**config.mk**
```make
export PLATFORM = sky130hd
export DESIGN_NAME = mc_ctrl
export DESIGN_NICKNAME = d
export VERILOG_FILES = /design/src/rtl/mc_ctrl_pkg.sv /design/src/rtl/mc_ctrl_instr_dec.sv /design/src/rtl/mc_ctrl.sv
export SDC_FILE = /design/constraint.sdc
export NUM_CORES = 1
export LEC_CHECK = 0
export ABC_AREA = 0
export ABC_CLOCK_PERIOD_IN_PS = 5000
export CORE_MARGIN = 2
export CORE_UTILIZATION = 38
export DETAILED_ROUTE_END_ITERATION = 10
export PLACE_DENSITY_LB_ADDON = 0.08
export SKIP_LAST_GASP = 1
export SLEW_MARGIN = 20
export SYNTH_ARGS = -nofsm -noshare
export SYNTH_HDL_FRONTEND = slang
export SYNTH_SLANG_ARGS = --single-unit
```
**constraint.sdc**
```tcl
create_clock -name clk -period 5 [get_ports clk]
set_clock_uncertainty 0.2 [all_clocks]
set_input_delay 1 -clock clk [delete_from_list [all_inputs] [get_ports clk]]
set_output_delay 1 -clock clk [all_outputs]
set_load 0.005 [all_outputs]
```
**src/rtl/mc_ctrl_pkg.sv**
```systemverilog
// Shared encodings for the multi-cycle controller: FSM states, opcode/Func
// constants, instruction classes and the datapath select codes.
package mc_pkg;

  typedef enum logic [2:0] {
    ST_FETCH  = 3'd0,
    ST_DECODE = 3'd1,
    ST_EXEC   = 3'd2,
    ST_MEM    = 3'd3,
    ST_WB     = 3'd4
  } state_t;

  localparam logic [5:0] OP_RTYPE = 6'b000000;
  localparam logic [5:0] OP_ORI   = 6'b001101;
  localparam logic [5:0] OP_LW    = 6'b100011;
  localparam logic [5:0] OP_SW    = 6'b101011;
  localparam logic [5:0] OP_BEQ   = 6'b000100;
  localparam logic [5:0] OP_LUI   = 6'b001111;
  localparam logic [5:0] OP_J     = 6'b000010;
  localparam logic [5:0] OP_JAL   = 6'b000011;

  localparam logic [5:0] FN_ADDU = 6'b100001;
  localparam logic [5:0] FN_SUBU = 6'b100011;
  localparam logic [5:0] FN_JR   = 6'b001000;

  // Bit positions in the one-hot instruction class vector
  typedef enum logic [3:0] {
    IC_ADDU = 4'd0,
    IC_SUBU = 4'd1,
    IC_ORI  = 4'd2,
    IC_LW   = 4'd3,
    IC_SW   = 4'd4,
    IC_BEQ  = 4'd5,
    IC_LUI  = 4'd6,
    IC_J    = 4'd7,
    IC_JAL  = 4'd8,
    IC_JR   = 4'd9
  } iclass_e;

  localparam int NUM_IC = 10;

  localparam logic [3:0] ALU_ADD = 4'b0001;
  localparam logic [3:0] ALU_SUB = 4'b0010;
  localparam logic [3:0] ALU_OR  = 4'b0100;
  localparam logic [3:0] ALU_LUI = 4'b1000;

  localparam logic [1:0] NPC_PC4    = 2'b00;
  localparam logic [1:0] NPC_BRANCH = 2'b01;
  localparam logic [1:0] NPC_JUMP   = 2'b10;
  localparam logic [1:0] NPC_RS     = 2'b11;

  localparam logic [1:0] RD_RT = 2'b00;
  localparam logic [1:0] RD_RD = 2'b01;
  localparam logic [1:0] RD_RA = 2'b10;

  localparam logic [1:0] WD_ALU = 2'b00;
  localparam logic [1:0] WD_MEM = 2'b01;
  localparam logic [1:0] WD_PC4 = 2'b10;

  function automatic logic [3:0] alu_op_for(input logic [NUM_IC-1:0] cls);
    logic [3:0] op;
    op = 4'b0000;
    if (cls[IC_ADDU] | cls[IC_LW] | cls[IC_SW]) op = ALU_ADD;
    if (cls[IC_SUBU] | cls[IC_BEQ])             op = ALU_SUB;
    if (cls[IC_ORI])                            op = ALU_OR;
    if (cls[IC_LUI])                            op = ALU_LUI;
    return op;
  endfunction

endpackage

```
**src/rtl/mc_ctrl_instr_dec.sv**
```systemverilog
// Maps the IR opcode and function fields to a one-hot instruction class;
// an all-zero vector means the encoding is not supported.
module instr_dec
  import mc_pkg::*;
(
  input  logic [5:0]        Op,
  input  logic [5:0]        Func,
  output logic [NUM_IC-1:0] cls
);

  always_comb begin
    cls = '0;
    case (Op)
      OP_RTYPE: begin
        case (Func)
          FN_ADDU: cls[IC_ADDU] = 1'b1;
          FN_SUBU: cls[IC_SUBU] = 1'b1;
          FN_JR:   cls[IC_JR]   = 1'b1;
          default: ;
        endcase
      end
      OP_ORI:  cls[IC_ORI] = 1'b1;
      OP_LW:   cls[IC_LW]  = 1'b1;
      OP_SW:   cls[IC_SW]  = 1'b1;
      OP_BEQ:  cls[IC_BEQ] = 1'b1;
      OP_LUI:  cls[IC_LUI] = 1'b1;
      OP_J:    cls[IC_J]   = 1'b1;
      OP_JAL:  cls[IC_JAL] = 1'b1;
      default: ;
    endcase
  end

endmodule

```
**src/rtl/mc_ctrl.sv**
```systemverilog
// Multi-cycle MIPS-subset controller: FETCH/DECODE/EXEC/MEM/WB sequencing
// with handshaked instruction and data memories.
module mc_ctrl
  import mc_pkg::*;
(
  input  logic       clk,
  input  logic       rst_n,
  input  logic [5:0] Op,
  input  logic [5:0] Func,
  input  logic       Zero,
  input  logic       im_rdy,
  input  logic       dm_rdy,
  output logic       im_req,
  output logic       dm_req,
  output logic       dm_we,
  output logic       IRWr,
  output logic       PCWr,
  output logic [1:0] NPCSel,
  output logic       RegWr,
  output logic [1:0] RegDst,
  output logic [1:0] WDSel,
  output logic [3:0] ALUOp,
  output logic       ALUSrc,
  output logic       EXTOp,
  output logic       instr_done,
  output logic       illegal
);

  state_t            state;
  logic [NUM_IC-1:0] cls;
  logic              is_jump, to_exec, is_mem, to_wb;

  instr_dec u_dec (
    .Op   (Op),
    .Func (Func),
    .cls  (cls)
  );

  assign is_jump = cls[IC_J] | cls[IC_JAL] | cls[IC_JR];
  assign is_mem  = cls[IC_LW] | cls[IC_SW];
  assign to_wb   = cls[IC_ADDU] | cls[IC_SUBU] | cls[IC_ORI] | cls[IC_LUI];
  assign to_exec = to_wb | is_mem | cls[IC_BEQ];

  always_ff @(posedge clk or negedge rst_n) begin
    if (!rst_n) begin
      state <= ST_FETCH;
    end else begin
      case (state)
        ST_FETCH:  if (im_rdy) state <= ST_DECODE;
        ST_DECODE: state <= to_exec ? ST_EXEC : ST_FETCH;
        ST_EXEC: begin
          if (is_mem)     state <= ST_MEM;
          else if (to_wb) state <= ST_WB;
          else            state <= ST_FETCH;
        end
        ST_MEM: begin
          if (dm_rdy) state <= cls[IC_LW] ? ST_WB : ST_FETCH;
        end
        ST_WB:   state <= ST_FETCH;
        default: state <= ST_FETCH;
      endcase
    end
  end

  // Outputs are gated by rst_n so requests and write strobes vanish the
  // moment reset asserts, not at the next edge.
  always_comb begin
    im_req     = 1'b0;
    dm_req     = 1'b0;
    dm_we      = 1'b0;
    IRWr       = 1'b0;
    PCWr       = 1'b0;
    NPCSel     = NPC_PC4;
    RegWr      = 1'b0;
    RegDst     = RD_RT;
    WDSel      = WD_ALU;
    ALUOp      = 4'b0000;
    ALUSrc     = 1'b0;
    EXTOp      = 1'b0;
    instr_done = 1'b0;
    illegal    = 1'b0;
    if (rst_n) begin
      case (state)
        ST_FETCH: begin
          im_req = 1'b1;
          if (im_rdy) begin
            IRWr   = 1'b1;
            PCWr   = 1'b1;
            NPCSel = NPC_PC4;
          end
        end
        ST_DECODE: begin
          if (is_jump) begin
            PCWr       = 1'b1;
            NPCSel     = cls[IC_JR] ? NPC_RS : NPC_JUMP;
            instr_done = 1'b1;
            if (cls[IC_JAL]) begin
              RegWr  = 1'b1;
              RegDst = RD_RA;
              WDSel  = WD_PC4;
            end
          end else if (!to_exec) begin
            illegal = 1'b1;
          end
        end
        ST_EXEC: begin
          ALUOp  = alu_op_for(cls);
          ALUSrc = cls[IC_ORI] | cls[IC_LW] | cls[IC_SW] | cls[IC_LUI];
          EXTOp  = cls[IC_LW] | cls[IC_SW] | cls[IC_BEQ];
          if (cls[IC_BEQ]) begin
            PCWr       = Zero;
            NPCSel     = NPC_BRANCH;
            instr_done = 1'b1;
          end
        end
        ST_MEM: begin
          dm_req = 1'b1;
          dm_we  = cls[IC_SW];
          if (dm_rdy && cls[IC_SW]) instr_done = 1'b1;
        end
        ST_WB: begin
          RegWr      = 1'b1;
          instr_done = 1'b1;
          RegDst     = (cls[IC_ADDU] | cls[IC_SUBU]) ? RD_RD : RD_RT;
          WDSel      = cls[IC_LW] ? WD_MEM : WD_ALU;
        end
        default: ;
      endcase
    end
  end

endmodule

```
==> flow_summary.yaml <==
setup_path:
  regToRegSetupSlack_ns: 3.57
  crit_path_start_kind: "primary input"
  crit_path_top_delay_cell: "clkdlybuf4s50_1"
  setup.worst_path.class: "in -> out"
  critical_path_required_ns: 3.80
  worstPathMaxFanout: 7
  slowest_delay_ns: 0.54
  rr_worst_depth: 3
  cp_cell_sequence: "clkdlybuf4s50_1, nor4_1, nand4_1, o21ai_1, nor4b_2, clkdlybuf4s50_1"
  path_buf_inv: 2
  reg2reg_to: "state[1]"
  cp_top_family: "buffers and inverters"
  timing.rr.start: "state[0]"
  worst_ep_arrival_time_ns: 3.14
  critical_path_depth: 6
  end_kind: "primary output"
  cp_common_cell: "clkdlybuf4s50_1"
detailed_routing:
  routed_via_density: 6.062
  wl_per_cell_um: 14.25
  remaining_drc_errors: 0
  drt_first_pass_iters: 4
  dr.first_iter.drc_count: 16
  detail-route-antenna-nets: 0
  routed_wirelength_um: 1838
  detailroute.via_count: 782
worst_hold_path:
  hold_path_startpoint: "state[2]"
  hp-class: "reg -> reg"
  min_path_cells: 1
  min_to: "state[1]"
place:
  gp_congestion: 0.8444
  place_hpwl_um: 1430
  portBuffers: 36
grt:
  grt.busiest_layer: "met2"
  met3_usage_pct: 6.034
  antenna_found_initial: 0
  grt_overflow: 0
  grt_use_met2_pct: 32.31
  use_met1_pct: 28.21
  grt_pass1_wl_um: 2980
  grt_max_degree: 17
  grt_pass1_vias: 677
  grt_util_all_layers_pct: 21.28
yosys:
  syn_inst: 79
  synth-seq-area-share_pct: 13.30
  synth-edff-count: 0
  syn-cell-area_um2: 564.3
  synth_nets: 96
  ys_types: 36
  synthArstFlopShare_pct: 100.0
  synth_area_per_cell_um2: 7.143
  synth-main-ff-cell: "dfrtp_1"
  ys_warn_count: 0
  ys_ff_latch: 3
final_layout:
  top_register: "state"
  final_cell_mix: "36 x clkdlybuf4s50_1, 8 x nor2_1, 7 x nor3_1"
  final_common_cell: "clkdlybuf4s50_1"
  finalNetCount: 132
  syn_to_final_growth_pct: 64.52
  reg_top3: "state (3)"
  layout-drive-gt1-share_pct: 7.018
  fin_util_pct: 68.77
  antenna_cells: 0
  largest_reg_flops: 3
floorplanning:
  die_y_um: 42.54
  die_w_um: 42.54
  start_util_pct: 41.80
  rows: 13
  io_pins: 37
  die-area_um2: 1809
  core_um2: 1350
clocking:
  clk_pin_slew_ns: 0.04
  insertion_delay_ns: 0.24
  ctsHoldBuffers: 0
  htreeDepth: 1
  cts.sink_count: 3
  postCtsResizedCells: 0
  cts_inserted_buffers: 3
  cts_tree: "done"
  clock_path_buffers: 2
  clockRootBuffer: "clkbuf_4"
  post_cts_buffers: 0
power_and_ir_drop:
  power.leakage_nw: 0.3094
  finalPower_w: 0.0001637
  peakVddDrop_uv: 93.23
  p_per_area_nw_per_um2: 176.4
run:
  cap_violations: 0
sta:
  holdWs_ns: 0.4062
  final_max_slew_viol_count: 0
  fmax_mhz: 230.3
  slew_headroom_pct: 71.00
  hold_viol_final: 0
  setup_viol: 0
  tightest_slew_ns: 0.4311
  fin_crit_sh_pct: 86.86
  rsz0062_at_grt: "no"
  min_period_ns: 4.343
  setup_tns_ns: 0
status:
  status: "complete, no violations"
power by group:
group	total [W]	switching (W)	leakage, nW	internal [W]
Combinational	0.0000724	0.0000283	0.255	0.0000440
Sequential	0.0000471	0.0000181	0.0399	0.0000289
Clock	0.0000443	0.0000143	0.0150	0.0000300
layer usage:
metal | vias to the layer above | routed length [um]
met5 | - | 0
met4 | 0 | 0
met3 | 0 | 186
met2 | 41 | 888
met1 | 363 | 763
li1 | 378 | -
worst max-delay path by stage:
stage | from | to
finish | Op[1] | ALUOp[0]
global route | Op[1] | ALUOp[0]
CTS | rst_n | ALUOp[0]
detailed placement | rst_n | ALUOp[0]
global placement | rst_n | ALUOp[0]
floorplan | Op[3] | instr_done
cells in the mapped netlist (2+ instances only):
| cell | instances | area [um2] |
|---|---|---|
| dfrtp_1 | 3 | 75.07 |
| buf_4 | 3 | 22.52 |
| nor2b_1 | 4 | 25.02 |
| nor4b_2 | 2 | 30.03 |
| a21oi_1 | 6 | 30.03 |
| nand3_1 | 3 | 15.01 |
| nor4_1 | 2 | 12.51 |
| nand4_1 | 3 | 18.77 |
| and4_1 | 2 | 17.52 |
| nand4b_1 | 3 | 26.28 |
| nand2_1 | 4 | 15.01 |
| nor2_1 | 8 | 30.03 |
| a211oi_1 | 2 | 15.01 |
| and3_1 | 3 | 18.77 |
| nor3_1 | 7 | 35.03 |
| nand2b_1 | 4 | 25.02 |
metrics by stage:
| step | setup WS [ns] | instances | area, um2 |
|---|---|---|---|
| after CTS | 0.6646 | 129 | 928.4 |
| after floorplan | 1.868 | 79 | 564.3 |
| after global routing | 0.4670 | 129 | 928.4 |
| final | 0.6572 | 129 | 928.4 |
| after global placement | 0.6853 | 125 | 902.1 |
| after detailed placement | 0.6637 | 125 | 902.1 |
cells by family after synthesis:
group,count (synthesis),share of synthesized area [%]
buf+inv,6,7.982
compound gates,18,21.07
flops,3,13.30
simple gates,52,57.65
worst register-to-register path, stage by stage (launching register included):
cell and delay (ns):
dfrtp_1 0.60, nor2b_1 0.29, o41ai_1 0.12, a21oi_1 0.15
final cells by class:
cell class | instances | area, um2
Fill cell | 123 | 421.7
Clock buffer | 4 | 26.28
Multi-Input combinational cell | 70 | 444.2
Inverter | 1 | 3.754
Sequential cell | 3 | 75.07
Tap cell | 15 | 18.77
Timing Repair Buffer | 36 | 360.3
Power figures use the tool's default switching activity.
